**config.mk**
```make
export PLATFORM = sky130hd
export DESIGN_NAME = conv_sequencer_flat
export DESIGN_NICKNAME = d
export VERILOG_FILES = /design/src/rtl/conv_sequencer_if.sv /design/src/rtl/conv_sequencer.sv /design/src/flat_wrapper.sv
export SDC_FILE = /design/constraint.sdc
export NUM_CORES = 1
export LEC_CHECK = 0
export CAP_MARGIN = 40
export CORE_MARGIN = 2
export CORE_UTILIZATION = 45
export CTS_CLUSTER_DIAMETER = 40
export DETAILED_ROUTE_END_ITERATION = 8
export DONT_BUFFER_PORTS = 1
export HOLD_SLACK_MARGIN = 0.02
export SLEW_MARGIN = 20
export SYNTH_ARGS = -nofsm -noshare
export SYNTH_HDL_FRONTEND = slang
export SYNTH_SLANG_ARGS = --single-unit
```
**constraint.sdc**
```tcl
create_clock -name clk -period 3.3 [get_ports clk]
set_clock_uncertainty 0.1 [all_clocks]
set_input_delay 0.66 -clock clk [delete_from_list [all_inputs] [get_ports clk]]
set_output_delay 0.66 -clock clk [all_outputs]
set_load 0.02 [all_outputs]
```
**src/rtl/conv_sequencer_if.sv**
```systemverilog
// Stream handshakes between the host-facing wrapper and the convolution sequencer:
// kernel coefficients in, image pixels in, result valid/ready out.
interface conv_sequencer_if #(
  parameter int BITS = 32
);
  logic            k_valid;
  logic            k_ready;
  logic [BITS-1:0] k_data;
  logic            px_valid;
  logic            px_ready;
  logic [BITS-1:0] px_data;
  logic            out_valid;
  logic            out_ready;

  modport master (
    output k_valid, k_data, px_valid, px_data, out_ready,
    input  k_ready, px_ready, out_valid
  );

  modport slave (
    input  k_valid, k_data, px_valid, px_data, out_ready,
    output k_ready, px_ready, out_valid
  );
endinterface

```
**src/rtl/conv_sequencer.sv**
```systemverilog
// Sequences one convolution frame: loads K*K coefficients, streams a raster image,
// and tracks which multiplier results are fully-overlapped windows.
//
//  state    | meaning
//  ---------+-------------------------------------------------------------
//  S_IDLE   | waiting for start; start clears the datapath
//  S_LOAD_K | accepting K*K kernel coefficients into kernel_mem
//  S_STREAM | accepting W*H pixels, gated by output backpressure
//  S_DRAIN  | no pixel accepts; waits for the result pipeline to empty
//  S_FINISH | one-cycle done pulse
module conv_sequencer #(
  parameter int BITS        = 32,
  parameter int KERNEL_SIZE = 3,
  parameter int IMG_LENGTH  = 128,
  parameter int IMG_HEIGHT  = 128
) (
  input  logic            clk,
  input  logic            reset_n,
  input  logic            start,
  input  logic            abort,
  conv_sequencer_if.slave bus,
  output logic            kernel_write_en,
  output logic [BITS-1:0] kernel_data,
  output logic            shift_en,
  output logic [BITS-1:0] shift_data,
  output logic            mult_en,
  output logic            dp_clear,
  output logic            busy,
  output logic            done
);

  localparam int KK = KERNEL_SIZE * KERNEL_SIZE;
  localparam int KW = $clog2(KK + 1);
  localparam int CW = $clog2(IMG_LENGTH);
  localparam int RW = $clog2(IMG_HEIGHT);

  localparam logic [KW-1:0] K_LAST   = KW'(KK - 1);
  localparam logic [CW-1:0] COL_LAST = CW'(IMG_LENGTH - 1);
  localparam logic [RW-1:0] ROW_LAST = RW'(IMG_HEIGHT - 1);
  localparam logic [CW-1:0] COL_WIN  = CW'(KERNEL_SIZE - 1);
  localparam logic [RW-1:0] ROW_WIN  = RW'(KERNEL_SIZE - 1);

  typedef enum logic [2:0] {
    S_IDLE,
    S_LOAD_K,
    S_STREAM,
    S_DRAIN,
    S_FINISH
  } state_t;

  state_t          state_q, state_d;
  logic [KW-1:0]   k_cnt;
  logic [CW-1:0]   col;
  logic [RW-1:0]   row;
  logic            v1, v2;
  logic            stall, last_coef, last_px, win;
  logic            k_rdy, px_rdy;

  assign stall         = v2 & ~bus.out_ready;
  assign last_coef     = (k_cnt == K_LAST);
  assign last_px       = (row == ROW_LAST) && (col == COL_LAST);
  // Bottom-right-corner convention: the window is complete once the
  // pixel at (row, col) with both indices >= K-1 has been shifted in.
  assign win           = (row >= ROW_WIN) && (col >= COL_WIN);

  assign bus.out_valid = v2;
  assign bus.k_ready   = k_rdy;
  assign bus.px_ready  = px_rdy;
  assign kernel_data   = bus.k_data;
  assign shift_data    = bus.px_data;

  always_ff @(posedge clk or negedge reset_n) begin
    if (!reset_n) state_q <= S_IDLE;
    else          state_q <= state_d;
  end

  always_comb begin
    state_d         = state_q;
    k_rdy           = 1'b0;
    px_rdy          = 1'b0;
    mult_en         = 1'b0;
    dp_clear        = 1'b0;
    done            = 1'b0;
    busy            = (state_q != S_IDLE);
    case (state_q)
      S_IDLE: begin
        if (start) begin
          state_d  = S_LOAD_K;
          dp_clear = 1'b1;
        end
      end
      S_LOAD_K: begin
        k_rdy = 1'b1;
        if (bus.k_valid && last_coef) state_d = S_STREAM;
      end
      S_STREAM: begin
        px_rdy  = ~stall;
        mult_en = ~stall;
        if (bus.px_valid && !stall && last_px) state_d = S_DRAIN;
      end
      S_DRAIN: begin
        mult_en = ~stall;
        if (!v1 && (!v2 || bus.out_ready)) state_d = S_FINISH;
      end
      S_FINISH: begin
        done    = 1'b1;
        state_d = S_IDLE;
      end
      default: state_d = S_IDLE;
    endcase
    // Abort wins over everything; no handshake may complete in that cycle.
    if (abort) begin
      state_d  = S_IDLE;
      dp_clear = 1'b1;
      k_rdy    = 1'b0;
      px_rdy   = 1'b0;
      done     = 1'b0;
    end
    kernel_write_en = bus.k_valid & k_rdy;
    shift_en        = bus.px_valid & px_rdy;
  end

  always_ff @(posedge clk or negedge reset_n) begin
    if (!reset_n) begin
      k_cnt <= '0;
      col   <= '0;
      row   <= '0;
      v1    <= 1'b0;
      v2    <= 1'b0;
    end else if (dp_clear) begin
      k_cnt <= '0;
      col   <= '0;
      row   <= '0;
      v1    <= 1'b0;
      v2    <= 1'b0;
    end else begin
      if (kernel_write_en) k_cnt <= k_cnt + KW'(1);
      // Counters park on the last pixel rather than wrapping into a new frame.
      if (shift_en && !last_px) begin
        if (col == COL_LAST) begin
          col <= '0;
          row <= row + RW'(1);
        end else begin
          col <= col + CW'(1);
        end
      end
      if (mult_en) begin
        v1 <= shift_en & win;
        v2 <= v1;
      end
    end
  end

endmodule

```
**src/flat_wrapper.sv**
```systemverilog
// flat-port wrapper written by rule: the top's interface ports become plain ports
module conv_sequencer_flat 
#(
  parameter int BITS        = 32,
  parameter int KERNEL_SIZE = 3,
  parameter int IMG_LENGTH  = 128,
  parameter int IMG_HEIGHT  = 128
)
  (clk, reset_n, start, abort, kernel_write_en, kernel_data, shift_en, shift_data, mult_en, dp_clear, busy, done, bus_k_valid, bus_k_data, bus_px_valid, bus_px_data, bus_out_ready, bus_k_ready, bus_px_ready, bus_out_valid);
  conv_sequencer_if #(.BITS(BITS)) bus_i ();
  input  logic clk;
  input  logic reset_n;
  input  logic start;
  input  logic abort;
  output logic kernel_write_en;
  output logic [BITS-1:0] kernel_data;
  output logic shift_en;
  output logic [BITS-1:0] shift_data;
  output logic mult_en;
  output logic dp_clear;
  output logic busy;
  output logic done;
  input wire logic [$bits(bus_i.k_valid)-1:0] bus_k_valid;
  input wire logic [$bits(bus_i.k_data)-1:0] bus_k_data;
  input wire logic [$bits(bus_i.px_valid)-1:0] bus_px_valid;
  input wire logic [$bits(bus_i.px_data)-1:0] bus_px_data;
  input wire logic [$bits(bus_i.out_ready)-1:0] bus_out_ready;
  output wire logic [$bits(bus_i.k_ready)-1:0] bus_k_ready;
  output wire logic [$bits(bus_i.px_ready)-1:0] bus_px_ready;
  output wire logic [$bits(bus_i.out_valid)-1:0] bus_out_valid;
  assign bus_i.k_valid = bus_k_valid;
  assign bus_i.k_data = bus_k_data;
  assign bus_i.px_valid = bus_px_valid;
  assign bus_i.px_data = bus_px_data;
  assign bus_i.out_ready = bus_out_ready;
  assign bus_k_ready = bus_i.k_ready;
  assign bus_px_ready = bus_i.px_ready;
  assign bus_out_valid = bus_i.out_valid;
  conv_sequencer #(.BITS(BITS), .KERNEL_SIZE(KERNEL_SIZE), .IMG_LENGTH(IMG_LENGTH), .IMG_HEIGHT(IMG_HEIGHT)) u_core (.clk(clk), .reset_n(reset_n), .start(start), .abort(abort), .bus(bus_i), .kernel_write_en(kernel_write_en), .kernel_data(kernel_data), .shift_en(shift_en), .shift_data(shift_data), .mult_en(mult_en), .dp_clear(dp_clear), .busy(busy), .done(done));
endmodule
```
Word-level counts from Yosys, hierarchy flattened
Index checks and enable logic that the tools add are counted.
Widths: inputs -> output; s select.
Storage, ports and cells
  output and inout port bits: 73
  input bits: 71
  register bits: 23
Operators by class
  bitwise operators: 6
  add/subtract/negate cells: 3
  mux-type cells: 28
  equality and inequality tests: 11
  $lt $le $gt $ge: 2
  reduce and logical (&&, ||, !) cells: 21
Operators by type and width (count)
  $mux 7: 6
  $mux 3: 5
  $add 7x1->7 const B: 2
  $eq 7x7->1 const B: 2
  $ge 7x2->1 const B: 2
  $mux 1: 14
  $pmux 3 s4: 1
  $ne 3x2->1 const B: 3
  $mux 4: 2
  $reduce_bool 2->1: 4
  $logic_and 1x1->1: 7
  $eq 3x2->1 const B: 2
  $add 4x1->4 const B: 1
  $and 1x1->1: 4
  $eq 4x4->1 const B: 1
  $logic_not 1->1: 4
  $reduce_and 4->1: 1
  $eq 3x1->1 const B: 1
  $eq 3x3->1 const B: 1
  $logic_not 3->1: 1
  $ne 3x3->1 const B: 1
  $reduce_bool 3->1: 1
  $not 1->1: 2
  $reduce_and 2->1: 1
  other kinds (2): 2

Longest topological paths before layout
Gate-level depths: netlist (run 1).
  word-level depth: 9
  gate-level depth with buffers: 8
  gate-level depth less buffers: 6

Least setup slack after synthesis (run 1)
No wires, ideal clock.
  path kind: input to output
  start: input port bus_out_ready
  end: output port shift_en
  data arrival time: 1595 ps
  required time: 2540 ps
  stages: 5
  path buffers: 2
  path slack: 945 ps
  cells stage by stage: nand2b_1 nand4_1 buf_2 clkbuf_1 inv_1
On the way
  longest elaborated chain between the ends: 6
RTL lines
  start: declaration: line flat_wrapper.sv:27  | input wire logic [$bits(bus_i.out_ready)-1:0] bus_out_ready;
  $not 1->1: line conv_sequencer.sv:59  | assign stall = v2 & ~bus.out_ready;
  $and 1x1->1: line conv_sequencer.sv:59
  $not 1->1: line conv_sequencer.sv:97  | px_rdy = ~stall;
  $mux 1: line conv_sequencer.sv:85  | case (state_q)
  $mux 1: line conv_sequencer.sv:112  | if (abort) begin
  $and 1x1->1: line conv_sequencer.sv:120  | shift_en = bus.px_valid & px_rdy;
  end: declaration: line flat_wrapper.sv:17  | output logic shift_en;
Every way passes these cells.

Worst setup path after layout (run 1)
  start: register u_core.state_q[0]
  end: output port kernel_write_en
On the way
  longest elaborated chain between the ends: 4
RTL lines
  start: declaration: line conv_sequencer.sv:51  | state_t state_q, state_d;
  start signal: assignment: line conv_sequencer.sv:74  | else state_q <= state_d;
  $eq 3x1->1: line conv_sequencer.sv:85
  $mux 1: line conv_sequencer.sv:85
  $mux 1: line conv_sequencer.sv:112
  $and 1x1->1: line conv_sequencer.sv:119  | kernel_write_en = bus.k_valid & k_rdy;
  end: declaration: line flat_wrapper.sv:15  | output logic kernel_write_en;
Every way passes these cells.

==> reports/results.txt, run 1 <==
Pint: 0.3738 mW
Pwr dens: 325.7 nW/um^2
DR WL/cell: 17.67 um
Reg2reg start: u_core.row[1]
Clock root buffer: clkbuf_8
CP endpoint: kernel_write_en
CTS resizes: 0
CTS tree: done
HP Class: in2async
Comb pwr share: 5.7%
Post-CTS Setup Repair Bufs: 0
Crit path max-delay cell type: or3b_2
R2R depth: 5
DRT iter0 DRCs: 27
DPL Wire Length: 2.740 mm
GR Util met2: 28.13%
Met3 GRT Util: 9.046%
Max clock buf depth: 2
Via count: 1229
Top Usage Layer GRT: met2
Gr ovfl total: 0
Crit share post-route: 76.04%
Status: completed
Die width: 68.45 um
Worst path arrival time: 1.75 ns
Cell count after synthesis: 215
Total negative slack for setup checks: 0 ns
Clk Latency, worst-skew pair: 0.27 ns
RePlAce Congestion: 0.8472
Mapped Nets: 292
Critical path depth: 2
Number of cell rows: 23
Vias in the first global route: 1295
Setup slack, reg-to-reg: 1.03 ns
Crit. End Element: output pin
Antenna Nets Post-Route: 0
P_sw: 0.1184 mW
Clock sink count: 23
Crit Path Category: reg2out
Max_slew headroom: 60.59%
Worst-path maximum fanout: 8
Gr usage total: 17.03%
Total die area: 4685 sq um
Distinct cells, synth: 35
First-pass GRT wire length: 5.989 mm
Initial antenna violation count: 0
Clk pwr share: 36.4%
Syn_area_per_cell: 8.694 sq um
Share of layout cells above drive strength 1: 10.32%
Yosys warns: 0
CP Launch Type: register
Post-Syn Area: 1869 sq um
Synth area leaders: dfrtp_1 (31%), buf_4 (26%), ha_1 (4.0%)
Final Cell Area: 1511 sq um
Total Power: 0.4923 mW
Crit path from: u_core.state_q[0]
Critical-path cell list: or3b_2 > nor2_1
Chip Height: 68.45 um
WP buf/inv: 0
Max Cap Viol: 0
Initial Util: 46.73%
Residual DRC: 0
Reg area: 575.6 sq um
Setup violation total in the final timing report: 0
RSZ-0062 raised after global routing: no
Share of the synthesized area in the top cell type: 30.79%
Placed instance area: 1460 sq um
Inserted Diodes: 0
P&R area growth vs syn: -19.14%
# IOs: 144
Core box area: 4000 sq um
Fmax achieved: 398.5 MHz
Nets: 233
Seq cells post-synth: 23
Number of fill cells in the layout: 409
DR pass1 iterations: 4
Hold Fails Final Rpt: 0
Drt total wl: 3.622 mm
Slew @ Worst Pin: 0.5890 ns
Largest net degree at the start of global routing: 24
Final slew viol count: 0
Critical R2R Capture: u_core.state_q[0]
VDD IR-drop max: 289.2 uV
CTS H-tree depth: 1
GR Layer Usage met1: 18.14%
Cts bufs inserted: 3
Min cycle time layout: 2.509 ns
Clock transition at the registers of the reported paths: 0.08 ns
Static leakage: 0.5965 nW
Sequential area share after synthesis: 30.79%
Crit path max-delay family: simple AND/OR/NAND/NOR gates
Switching part of the total: 24.06%
Leading area contributor after synthesis: dfrtp_1
Multi-input gate area: 747.0 sq um
Part of the power in registers: 57.9%
Vias/cell: 5.995
Required @ worst endpoint: 2.54 ns
Worst path max stage delay: 0.53 ns
Buffers on Ports: 0
==> sequential cells by signal, indices dropped and copies added (netlist names) <==
register,flops
u_core.k_cnt,4
u_core.bus.out_valid,1
u_core.state_q,3
u_core.col,7
u_core.v1,1
u_core.row,7
==> Yosys cell counts <==
| cell type | n |
|---|---|
| nand2_1 | 10 |
| clkbuf_2 | 1 |
| o41a_1 | 1 |
| nand4_2 | 1 |
| buf_2 | 1 |
| xnor2_1 | 3 |
| o21ai_0 | 2 |
| nand3_2 | 1 |
| ha_1 | 6 |
| a31oi_1 | 2 |
| clkbuf_1 | 3 |
| nor2b_1 | 1 |
| inv_1 | 12 |
| or3b_2 | 1 |
| o21a_1 | 2 |
| nand3_1 | 6 |
| buf_4 | 64 |
| or3_1 | 1 |
| a2111oi_1 | 1 |
| a21oi_1 | 10 |
| nor4_1 | 5 |
| or4_1 | 7 |
| and4_2 | 2 |
| nand4_1 | 4 |
| o31ai_1 | 6 |
| nor3b_1 | 1 |
| nand2b_1 | 4 |
| and3_1 | 1 |
| dfrtp_1 | 23 |
| nor3_1 | 10 |
| nor4b_1 | 2 |
| or4_2 | 1 |
| nor4_4 | 1 |
| nor2_1 | 12 |
| mux2i_1 | 7 |
==> kinds of logic after synthesis <==
logic type	after synthesis	synth area share [%]
buf+inv	81	29.25
simple gates	71	22.56
compound gates	24	8.233
flops	23	30.79
mux	7	3.748
fa+ha+maj	6	4.016
xor+xnor	3	1.406
==> power by group through the flow <==
stage	logic [mW]	clock network, mW	registers [mW]
6_report	0.0281	0.179	0.285
5_1_grt	0.0317	0.202	0.285
4_1_cts	0.0293	0.186	0.285
3_5_place_dp	0.0224	0	0.291
3_3_place_gp	0.0214	0	0.290
2_1_floorplan	0.133	0	0.289
==> layout by cell type (no fill, tap or decap), drive strengths merged, types with 7 or more instances in the layout <==
cell / netlist / final
dfrtp: 23 / 23
inv: 12 / 12
nor2: 12 / 12
nor3: 10 / 10
a21oi: 10 / 10
nand2: 10 / 10
or4: 8 / 8
mux2i: 7 / 7
nand3: 7 / 7
==> layer usage <==
metal	vias up	wire length, um
met1	561	1446
li1	567	-
met4	0	116
met2	81	1654
met3	20	404
met5	-	0
==> what timing repair did <==
item                                   4_1_cts  5_1_grt
setup endpoints to repair                    0        0
endpoints found under the hold margin       23        0
hold buffers                                 1        0
==> worst min-delay path by stage <==
stage	start	end	slack (ns)	depth (start not counted)
after floorplan	reset_n	u_core.bus.out_valid	0.26	0
after global placement	reset_n	u_core.col[5]	0.26	0
after global routing	reset_n	u_core.row[3]	0.29	1
after detailed placement	reset_n	u_core.col[5]	0.27	0
final	reset_n	u_core.row[1]	0.26	1
after CTS	abort	u_core.state_q[1]	0.35	1
==> final cells by class <==
type	instances	share of cell area (%)
Multi-Input combinational cell	111	49.42
Sequential cell	23	38.08
Inverter	12	2.980
Clock inverter	1	0.3311
Timing Repair Buffer	5	2.318
Clock buffer	3	2.732
Tap cell	50	4.139
==> per-stage QoR <==
step	hold slack [ns]	utilization (%)	cells	setup WS [ns]
5_1_grt	0.2918	37.79	205	0.6804
2_1_floorplan	0.2644	-	215	0.9452
3_3_place_gp	0.2650	36.50	200	0.9219
4_1_cts	0.3468	37.91	205	0.7865
3_5_place_dp	0.2650	36.50	200	0.9121
6_report	0.2579	37.79	205	0.7908
(Power assumes the default switching activity.)
==> inputs of run 2 (changes only) <==
==> constraint.sdc (replaced) <==
create_clock -name clk -period 2.3 [get_ports clk]
set_clock_uncertainty 0.1 [all_clocks]
set_input_delay 0.46 -clock clk [delete_from_list [all_inputs] [get_ports clk]]
set_output_delay 0.46 -clock clk [all_outputs]
set_load 0.02 [all_outputs]
==> reports/results.txt, run 2 (synthesis results as in run 1) <==
Chip Height: 68.45 um
RSZ-0062 raised after global routing: no
Number of cell rows: 23
Buffers on Ports: 0
Total negative slack for setup checks: 0 ns
Fmax achieved: 453.6 MHz
Drt total wl: 3.523 mm
Min cycle time layout: 2.205 ns
Max clock buf depth: 2
Pwr dens: 456.4 nW/um^2
Antenna Nets Post-Route: 0
Worst path arrival time: 1.64 ns
DR WL/cell: 16.86 um
First-pass GRT wire length: 5.775 mm
Largest regs: u_core.col: 7 flops, u_core.row: 7 flops, u_core.k_cnt: 4 flops
Clk Latency, worst-skew pair: 0.26 ns
Max_slew headroom: 60.62%
Setup violation total in the final timing report: 0
Final critical-path setup slack: 0.09518 ns
Crit path max-delay cell type: or3b_2
VDD IR-drop max: 204.3 uV
Largest net degree at the start of global routing: 24
Gr ovfl total: 0
Required @ worst endpoint: 1.74 ns
Initial Util: 46.73%
HP Class: in2async
Clock transition at the registers of the reported paths: 0.09 ns
P&R area growth vs syn: -17.34%
Most frequent cells in the layout: dfrtp_1 (22), inv_1 (12), nor2_1 (11)
CP Launch Type: register
# IOs: 144
Vias/cell: 6.072
Static leakage: 0.6160 nW
Inserted Diodes: 0
Clock root buffer: clkbuf_8
Crit. End Element: output pin
CTS tree: done
Most common cell after layout, fill and taps aside: dfrtp_1
CTS H-tree depth: 1
Critical-path cell list: or3b_2 > nor2_2 > buf_4
Max Cap Viol: 0
Core box area: 4000 sq um
Gr usage total: 15.97%
Vias in the first global route: 1289
DR pass1 iterations: 4
Nets: 237
DRT iter0 DRCs: 101
Crit path max-delay family: simple AND/OR/NAND/NOR gates
Clock sink count: 23
DPL Wire Length: 2.626 mm
Status: completed
Crit Path Category: reg2out
RePlAce Congestion: 0.8301
WP buf/inv: 1
Number of fill cells in the layout: 401
Slew @ Worst Pin: 0.5885 ns
Total die area: 4685 sq um
Final slew viol count: 0
Residual DRC: 0
Cts bufs inserted: 3
Die width: 68.45 um
Via count: 1269
Worst-path maximum fanout: 7
Initial antenna violation count: 0
Hold Fails Final Rpt: 0
Share of layout cells above drive strength 1: 13.84%
Dpl ws: 0.2127 ns
Worst path max stage delay: 0.55 ns
Total Power: 0.7053 mW
Crit share post-route: 95.86%
Post-CTS Setup Repair Bufs: 0
[run 2: cell count changes in the layout (fill, tap and decap cells not counted), sizes merged]
cell  previous run  this run
buf              5         9
[run 2: worst paths after layout]
check                                     to  cells after the start         startpoint  slack, ns
hold reg to reg            u_core.state_q[0]                      1  u_core.state_q[2]       0.44
setup reg to reg               u_core.row[5]                      5      u_core.col[1]       0.22
setup / recovery             kernel_write_en                      3  u_core.state_q[2]        0.1
hold / removal                 u_core.row[0]                      1            reset_n       0.06
max in group asynchronous  u_core.state_q[0]                      1            reset_n       1.67
min in group clk           u_core.state_q[0]                      1              abort       0.16
[run 2: area by class of cell]
| class | count | area [sq um] | share of cell area (%) |
|---|---|---|---|
| inverters | 12 | 45.04 | 2.915 |
| multi-input cells | 111 | 749.5 | 48.50 |
| repair buffers | 9 | 65.06 | 4.211 |
| clock buffers | 3 | 41.29 | 2.672 |
| well taps | 50 | 62.56 | 4.049 |
| flip-flops and latches | 23 | 576.8 | 37.33 |
| clock inverters | 1 | 5.005 | 0.3239 |
[run 2: power by group]
part	switching, mW	internal, mW	leakage (nW)
clock	0.132	0.121	0.0255
sequential	0.00323	0.406	0.319
combinational	0.0311	0.0118	0.272
total	0.167	0.539	0.616
[run 2: metrics by stage]
stage / cells / utilization, % / area (sq um) / hold WS (ns)
floorplan: 215 / - / 1869 / 0.06441
global placement: 204 / 37.25 / 1490 / 0.06507
detailed placement: 204 / 37.25 / 1490 / 0.06508
CTS: 209 / 38.72 / 1549 / 0.1601
global route: 209 / 38.63 / 1545 / 0.08289
finish: 209 / 38.63 / 1545 / 0.05608
[run 2: metal layers]
| metal | share of wire, % | GRT usage (%) |
|---|---|---|
| met1 | 40 | 19.49 |
| met2 | 46 | 24.88 |
| met3 | 12 | 7.895 |
| met4 | 2.3 | 4.250 |
| met5 | 0 | 0 |
[run 2: what timing repair did]
action / in CTS / in global routing
endpoints found under the setup margin: 1 / 1
hold buffers: 1 / 0
pin swaps: 0 / 0
gates resized for setup: 1 / 1
endpoints found under the hold margin: 23 / 0
==> patch 1: new RTL, flow settings as in run 1 <==
The 5 states of `state_t` get a one-hot encoding in 5 bits.
--- a/src/rtl/conv_sequencer.sv
+++ b/src/rtl/conv_sequencer.sv
@@ -40,12 +40,12 @@
   localparam logic [CW-1:0] COL_WIN  = CW'(KERNEL_SIZE - 1);
   localparam logic [RW-1:0] ROW_WIN  = RW'(KERNEL_SIZE - 1);
 
-  typedef enum logic [2:0] {
-    S_IDLE,
-    S_LOAD_K,
-    S_STREAM,
-    S_DRAIN,
-    S_FINISH
+  typedef enum logic [4:0] {
+    S_IDLE   = 5'b00001,
+    S_LOAD_K = 5'b00010,
+    S_STREAM = 5'b00100,
+    S_DRAIN  = 5'b01000,
+    S_FINISH = 5'b10000
   } state_t;
 
   state_t          state_q, state_d;
Check against the original RTL: same outputs for any inputs over 10 cycles, from zero or initial values and one cycle with reset_n low; not proved beyond that.
==> patch 1 against run 1 <==
  * Clock power increased by 2%
  * Setup slack got worse by 0.042 ns
  * Combinational power increased by 98%
  * Final area increased by 9.2%
  * Largest cell class unchanged
  * Synthesized cell count increased by 3.3%
  * Count of clock-buffer cells in the layout unchanged
  * Synthesized area increased by 7.8%
  * Total power increased by 14%
  * Wire length decreased by 5.0%
  * First-iteration DRC count increased by 81%
  * Sequential share of layout area decreased by 0.096 points
  * Register-to-register slack improved by 0.09 ns
  * Cell count increased by 3.9%
  * Largest power group unchanged
  * Critical path type unchanged
  * Sequential cell count increased by 2
==> patch 1: results (changes against run 1) <==
Clock tree
  – Post-CTS Setup Inserts: 0 (unchanged)
  – CTS root buffer: clkbuf_8
  – Clock-pin slew on the worst setup and hold paths: approximately 0.09 ns
  – Clock Latency Late Sink: 0.27 ns (about the same)

Finish
  – Final nets: 239 (+2.6%)
  – Share of cells above drive strength 1: 14.3% (+4.0 points)
  – N_diodes: 0 (unchanged)
  – Largest registers: u_core.col (7), u_core.row (7), u_core.state_q (5)

Power
  – Sw Ratio: 25.7% (+1.6 points)
  – VDD IR max: 300 uV (+3.9%)
  – Leak: 0.000715 uW (+20%)

Run status
  – Status: finished clean

Drt
  – Initial DRC Count: 49 (+81%)
  – Router iterations before antenna repair: 4 (unchanged)
  – Final WL: 3440 um (-5.0%)
  – Vias per std cell: 5.61 (-6.4%)

Synth
  – Synth warnings: 0 (unchanged)
  – Sequential share of the synthesized area: 31.1% (+0.33 points)
  – Top cells by area, synth: dfrtp_1 30%, buf_4 24%, ha_1 3.7%, nor2_1 2.8%, xnor2_1 2.6%
  – Post-Syn Nets: 299 (+2.4%)
  – List of most frequent post-synthesis cells: 64 x buf_4, 24 x dfrtp_1, 15 x nor2_1
  – Synth cell types: 56 (+60%)
  – Most used DFF post-synth: dfrtp_1

Global route
  – First-pass GRT wire length: 5840 um (-2.4%)
  – Overall routing resource usage: 14.5% (-2.5 points)
  – Vias in the first global route: 1180 (-8.9%)
  – Pin count of the biggest net entering global routing: 25 (+4.2%)

Placed design
  – DP Worst Slack: 1.04 ns (+0.131 ns)
  – Count of input and output buffers: 0 (unchanged)
  – Post-DP HPWL: 2540 um (-7.4%)
  – Routability cong.: 0.808 (-4.6%)

Worst setup path
  – CP Max Fanout: 15 (+7)
  – Worst flop-to-flop path endpoint: u_core.col[3]$_DFFE_PN0P_
  – Critical Path Sink: dp_clear
  – Setup crit start: u_core.state_q[0]$_DFFE_PN1P_
  – Worst Setup Start Kind: register
  – R2r setup slk: 1.12 ns (+0.09 ns)
  – Crit path DAT: 1.79 ns (+0.04 ns)
  – Reg-to-Reg Start: u_core.state_q[4]$_DFFE_PN0P_

Timing
  – Final period util: 77.3% (+1.3 points)
  – Least-Margin Pin Slew: 0.476 ns (-0.113 ns)
patch 1: cell count changes after synthesis, moves of 4 or more:
cell / delta
or4_1: -6
o31ai_1: -5
and4_1: +4
inv_1: -5
a21oi_1: -7
nor3_1: -6
mux2i_1: -5
xor2_1: +4
patch 1: worst max-delay path, stage by stage (launching register included):
cell	delay, ns
dfstp_2	0.64
or2b_1	0.25
nor3_2	0.13
a21oi_1	0.17
clkinv_1	0.07
buf_4	0.24
patch 1: through the flow:
step	power (uW)	cells	util [%]	hold WS (ns)	instance area (sq um)
after floorplan	484	222	-	0.264	2010
after global placement	374	208	36.6	0.265	1580
after detailed placement	376	208	36.6	0.265	1580
after CTS	570	213	38.2	0.0936	1650
after global routing	585	213	38.2	0.0926	1650
final	560	213	38.2	0.0882	1650
patch 1: kinds of logic after synthesis:
group                      synth area share (%)
buffers and inverters                      27.4
AOI/OAI and AO/OA                          7.70
adders and majority gates                  3.73
xor gates and xnor gates                   4.35
and+or+nand+nor                            24.7
muxes                                     0.994
DFF                                        31.1
patch 1: cell type report:
type | count | area [sq um]
Fill cell | 446 | 2670
Multi-Input combinational cell | 119 | 836
Sequential cell | 25 | 627
Tap cell | 52 | 65.1
Timing Repair Buffer | 4 | 42.5
Clock buffer | 3 | 41.3
Inverter | 9 | 33.8
Clock inverter | 1 | 5.00
patch 1: layer usage:
| layer | part of all wire [%] | track usage [%] |
|---|---|---|
| met5 | 0 | 0 |
| met3 | 8.4 | 4.99 |
| met2 | 47 | 22.9 |
| met1 | 43 | 19.0 |
| met4 | 1.3 | 3.98 |
patch 1: power groups by stage:
stage,clock network (uW),registers [uW],logic (uW)
after floorplan,0,318,166
after global placement,0,326,47.6
after detailed placement,0,327,48.4
after CTS,191,321,57.5
after global routing,200,323,62.2
final,183,321,55.7
==> patch 2: new RTL, config.mk and constraints of run 1 <==
Made on the original files. `IMG_HEIGHT` is set to 128 in 2 places; all go to 256.
--- a/src/rtl/conv_sequencer.sv
+++ b/src/rtl/conv_sequencer.sv
@@ -12,7 +12,7 @@
   parameter int BITS        = 32,
   parameter int KERNEL_SIZE = 3,
   parameter int IMG_LENGTH  = 128,
-  parameter int IMG_HEIGHT  = 128
+  parameter int IMG_HEIGHT  = 256
 ) (
   input  logic            clk,
   input  logic            reset_n,
--- a/src/flat_wrapper.sv
+++ b/src/flat_wrapper.sv
@@ -4,7 +4,7 @@
   parameter int BITS        = 32,
   parameter int KERNEL_SIZE = 3,
   parameter int IMG_LENGTH  = 128,
-  parameter int IMG_HEIGHT  = 128
+  parameter int IMG_HEIGHT  = 256
 )
   (clk, reset_n, start, abort, kernel_write_en, kernel_data, shift_en, shift_data, mult_en, dp_clear, busy, done, bus_k_valid, bus_k_data, bus_px_valid, bus_px_data, bus_out_ready, bus_k_ready, bus_px_ready, bus_out_valid);
   conv_sequencer_if #(.BITS(BITS)) bus_i ();
Check against the original RTL: same outputs for any inputs over 10 cycles, from zero or initial values and one cycle with reset_n low; that may be too few to reach the edited logic, so the function may still have changed.
==> patch 2 against run 1 <==
  * Final area grew 3.8%
  * Synthesized cell count grew 3.3%
  * Synthesized area grew 3.9%
  * Wire length grew 12%
  * Sequential cell count grew 1
  * Setup slack lost 0.054 ns
  * Critical path type unchanged
  * First-iteration DRC count grew to 3.0 times the old value
  * Critical path depth grew 1
  * Sequential power grew 5%
  * Total power grew 9.8%
  * Global-route usage shrank 0.10 points
==> patch 2: results (changes against run 1) <==
Worst setup path
  – Crit path DAT: 1.80 ns (+0.05 ns)
  – WS Path Type: reg -> out
  – Worst flop-to-flop path endpoint: u_core.col[3]$_DFFE_PN0P_
  – CP Max Fanout: 16 (+8)
  – Reg-to-Reg Start: u_core.state_q[2]$_DFFE_PN0P_
  – Critical Path Sink: dp_clear
  – Slowest stage cell on the critical path: inv_1
  – R2r setup slk: 1.15 ns (+0.12 ns)

Placed design
  – DP Worst Slack: 0.926 ns (+0.0140 ns)
  – Post-DP HPWL: 3030 um (+11%)
  – Count of input and output buffers: 0 (unchanged)
  – Routability cong.: 0.784 (-7.5%)
  – Placed Instances: 202 (+1.0%)
  – Placed cell areas: 1490 sq um (+2.3%)

Timing
  – Fmax: 0.390 GHz (-2.1%)
  – Slew margin rel.: 54.7% (-5.9 points)

Clock tree
  – H-tree Lvls: 1 (unchanged)
  – TritonCTS buffer count: 3 (unchanged)

Drt
  – Router iterations before antenna repair: 5 (+1)
  – Initial DRC Count: 81 (+200%)
  – Final WL: 4060 um (+12%)
  – Vias per std cell: 6.19 (+3.3%)

Global route
  – Overall routing resource usage: 16.9% (-0.10 points)
  – Vias in the first global route: 1220 (-5.8%)
  – Pin count of the biggest net entering global routing: 25 (+4.2%)
  – First-pass GRT wire length: 6550 um (+9.3%)
  – Antenna violations before repair: 0 (unchanged)

Synth
  – Sequential share of the synthesized area: 30.9% (+0.12 points)
  – Synth warnings: 0 (unchanged)
  – Synth cell types: 40 (+14%)
  – Syn_area_per_cell: 8.75 sq um (+0.67%)
  – List of most frequent post-synthesis cells: 64 x buf_4, 24 x dfrtp_1, 17 x nand2_1
  – Post-Syn Nets: 299 (+2.4%)
  – Top cells by area, synth: dfrtp_1 31%, buf_4 25%, ha_1 3.9%, nand2_1 3.3%, mux2i_1 3.1%
  – Most common cell in the netlist: buf_4

Finish
  – Fin cells: 207 (+0.98%)
  – Share of cells above drive strength 1: 7.01% (-3.3 points)
  – Fillers: 425 (+3.9%)
  – Final nets: 235 (+0.86%)
  – Largest registers: u_core.row (8), u_core.col (7), u_core.k_cnt (4)

Power
  – VDD IR max: 137 uV (-53%)
  – Leak: 0.000619 uW (+3.7%)

Run status
  – Status: finished clean
==> patch 2: power by group <==
| part | internal, uW | switching, uW | total [uW] |
|---|---|---|---|
| sequential | 296 | 4.27 | 300 |
| clock | 107 | 99.0 | 206 |
| combinational | 10.1 | 24.9 | 35.0 |
==> patch 2: logic make-up after synthesis <==
kind of cell / count (synthesis) / synth area share, %
AND/OR/NAND/NOR: 73 / 22.3
multiplexers: 6 / 3.09
buffers and inverters: 78 / 28.1
adder cells (fa/ha/maj): 6 / 3.86
AO/OA/AOI/OAI: 32 / 10.4
XOR/XNOR: 3 / 1.35
flip-flops: 24 / 30.9
==> patch 2: critical path, delay by kind of cell, from the launching register on <==
family / cells / cell delay [ns]
DFF: 1 / 0.50
buffers and inverters: 1 / 0.54
and+or+nand+nor: 2 / 0.50
==> patch 2: metal layers <==
metal	global-route usage, %	vias up	part of all wire (%)	routed length [um]
li1	-	584	-	-
met1	20.6	596	38	1550
met2	25.9	68	45	1830
met3	4.07	34	10	414
met4	12.4	0	6.5	264
met5	0	-	0	0
==> patch 2: cell type report <==
type                       count  area share (%)
timing repair buffer           2            1.75
clock buffer                   4            3.51
inverter                       7            1.67
multi-input combinational    120            50.8
sequential                    24            38.3
tap                           50            3.99
==> patch 2: repair_timing <==
action | 4_1_cts | 5_1_grt
hold buffers | 1 | 0
hold endpoints to repair | 24 | 0
setup buffers | 0 | 0
gates resized for setup | 0 | 0
==> patch 2: metrics by stage <==
stage          util, %  hold slack [ns]  total power [uW]
2_1_floorplan        -            0.264               441
3_3_place_gp      36.6            0.266               331
3_5_place_dp      36.6            0.266               333
4_1_cts           38.4           0.0961               544
5_1_grt           38.4           0.0891               563
6_report          38.4           0.0891               540
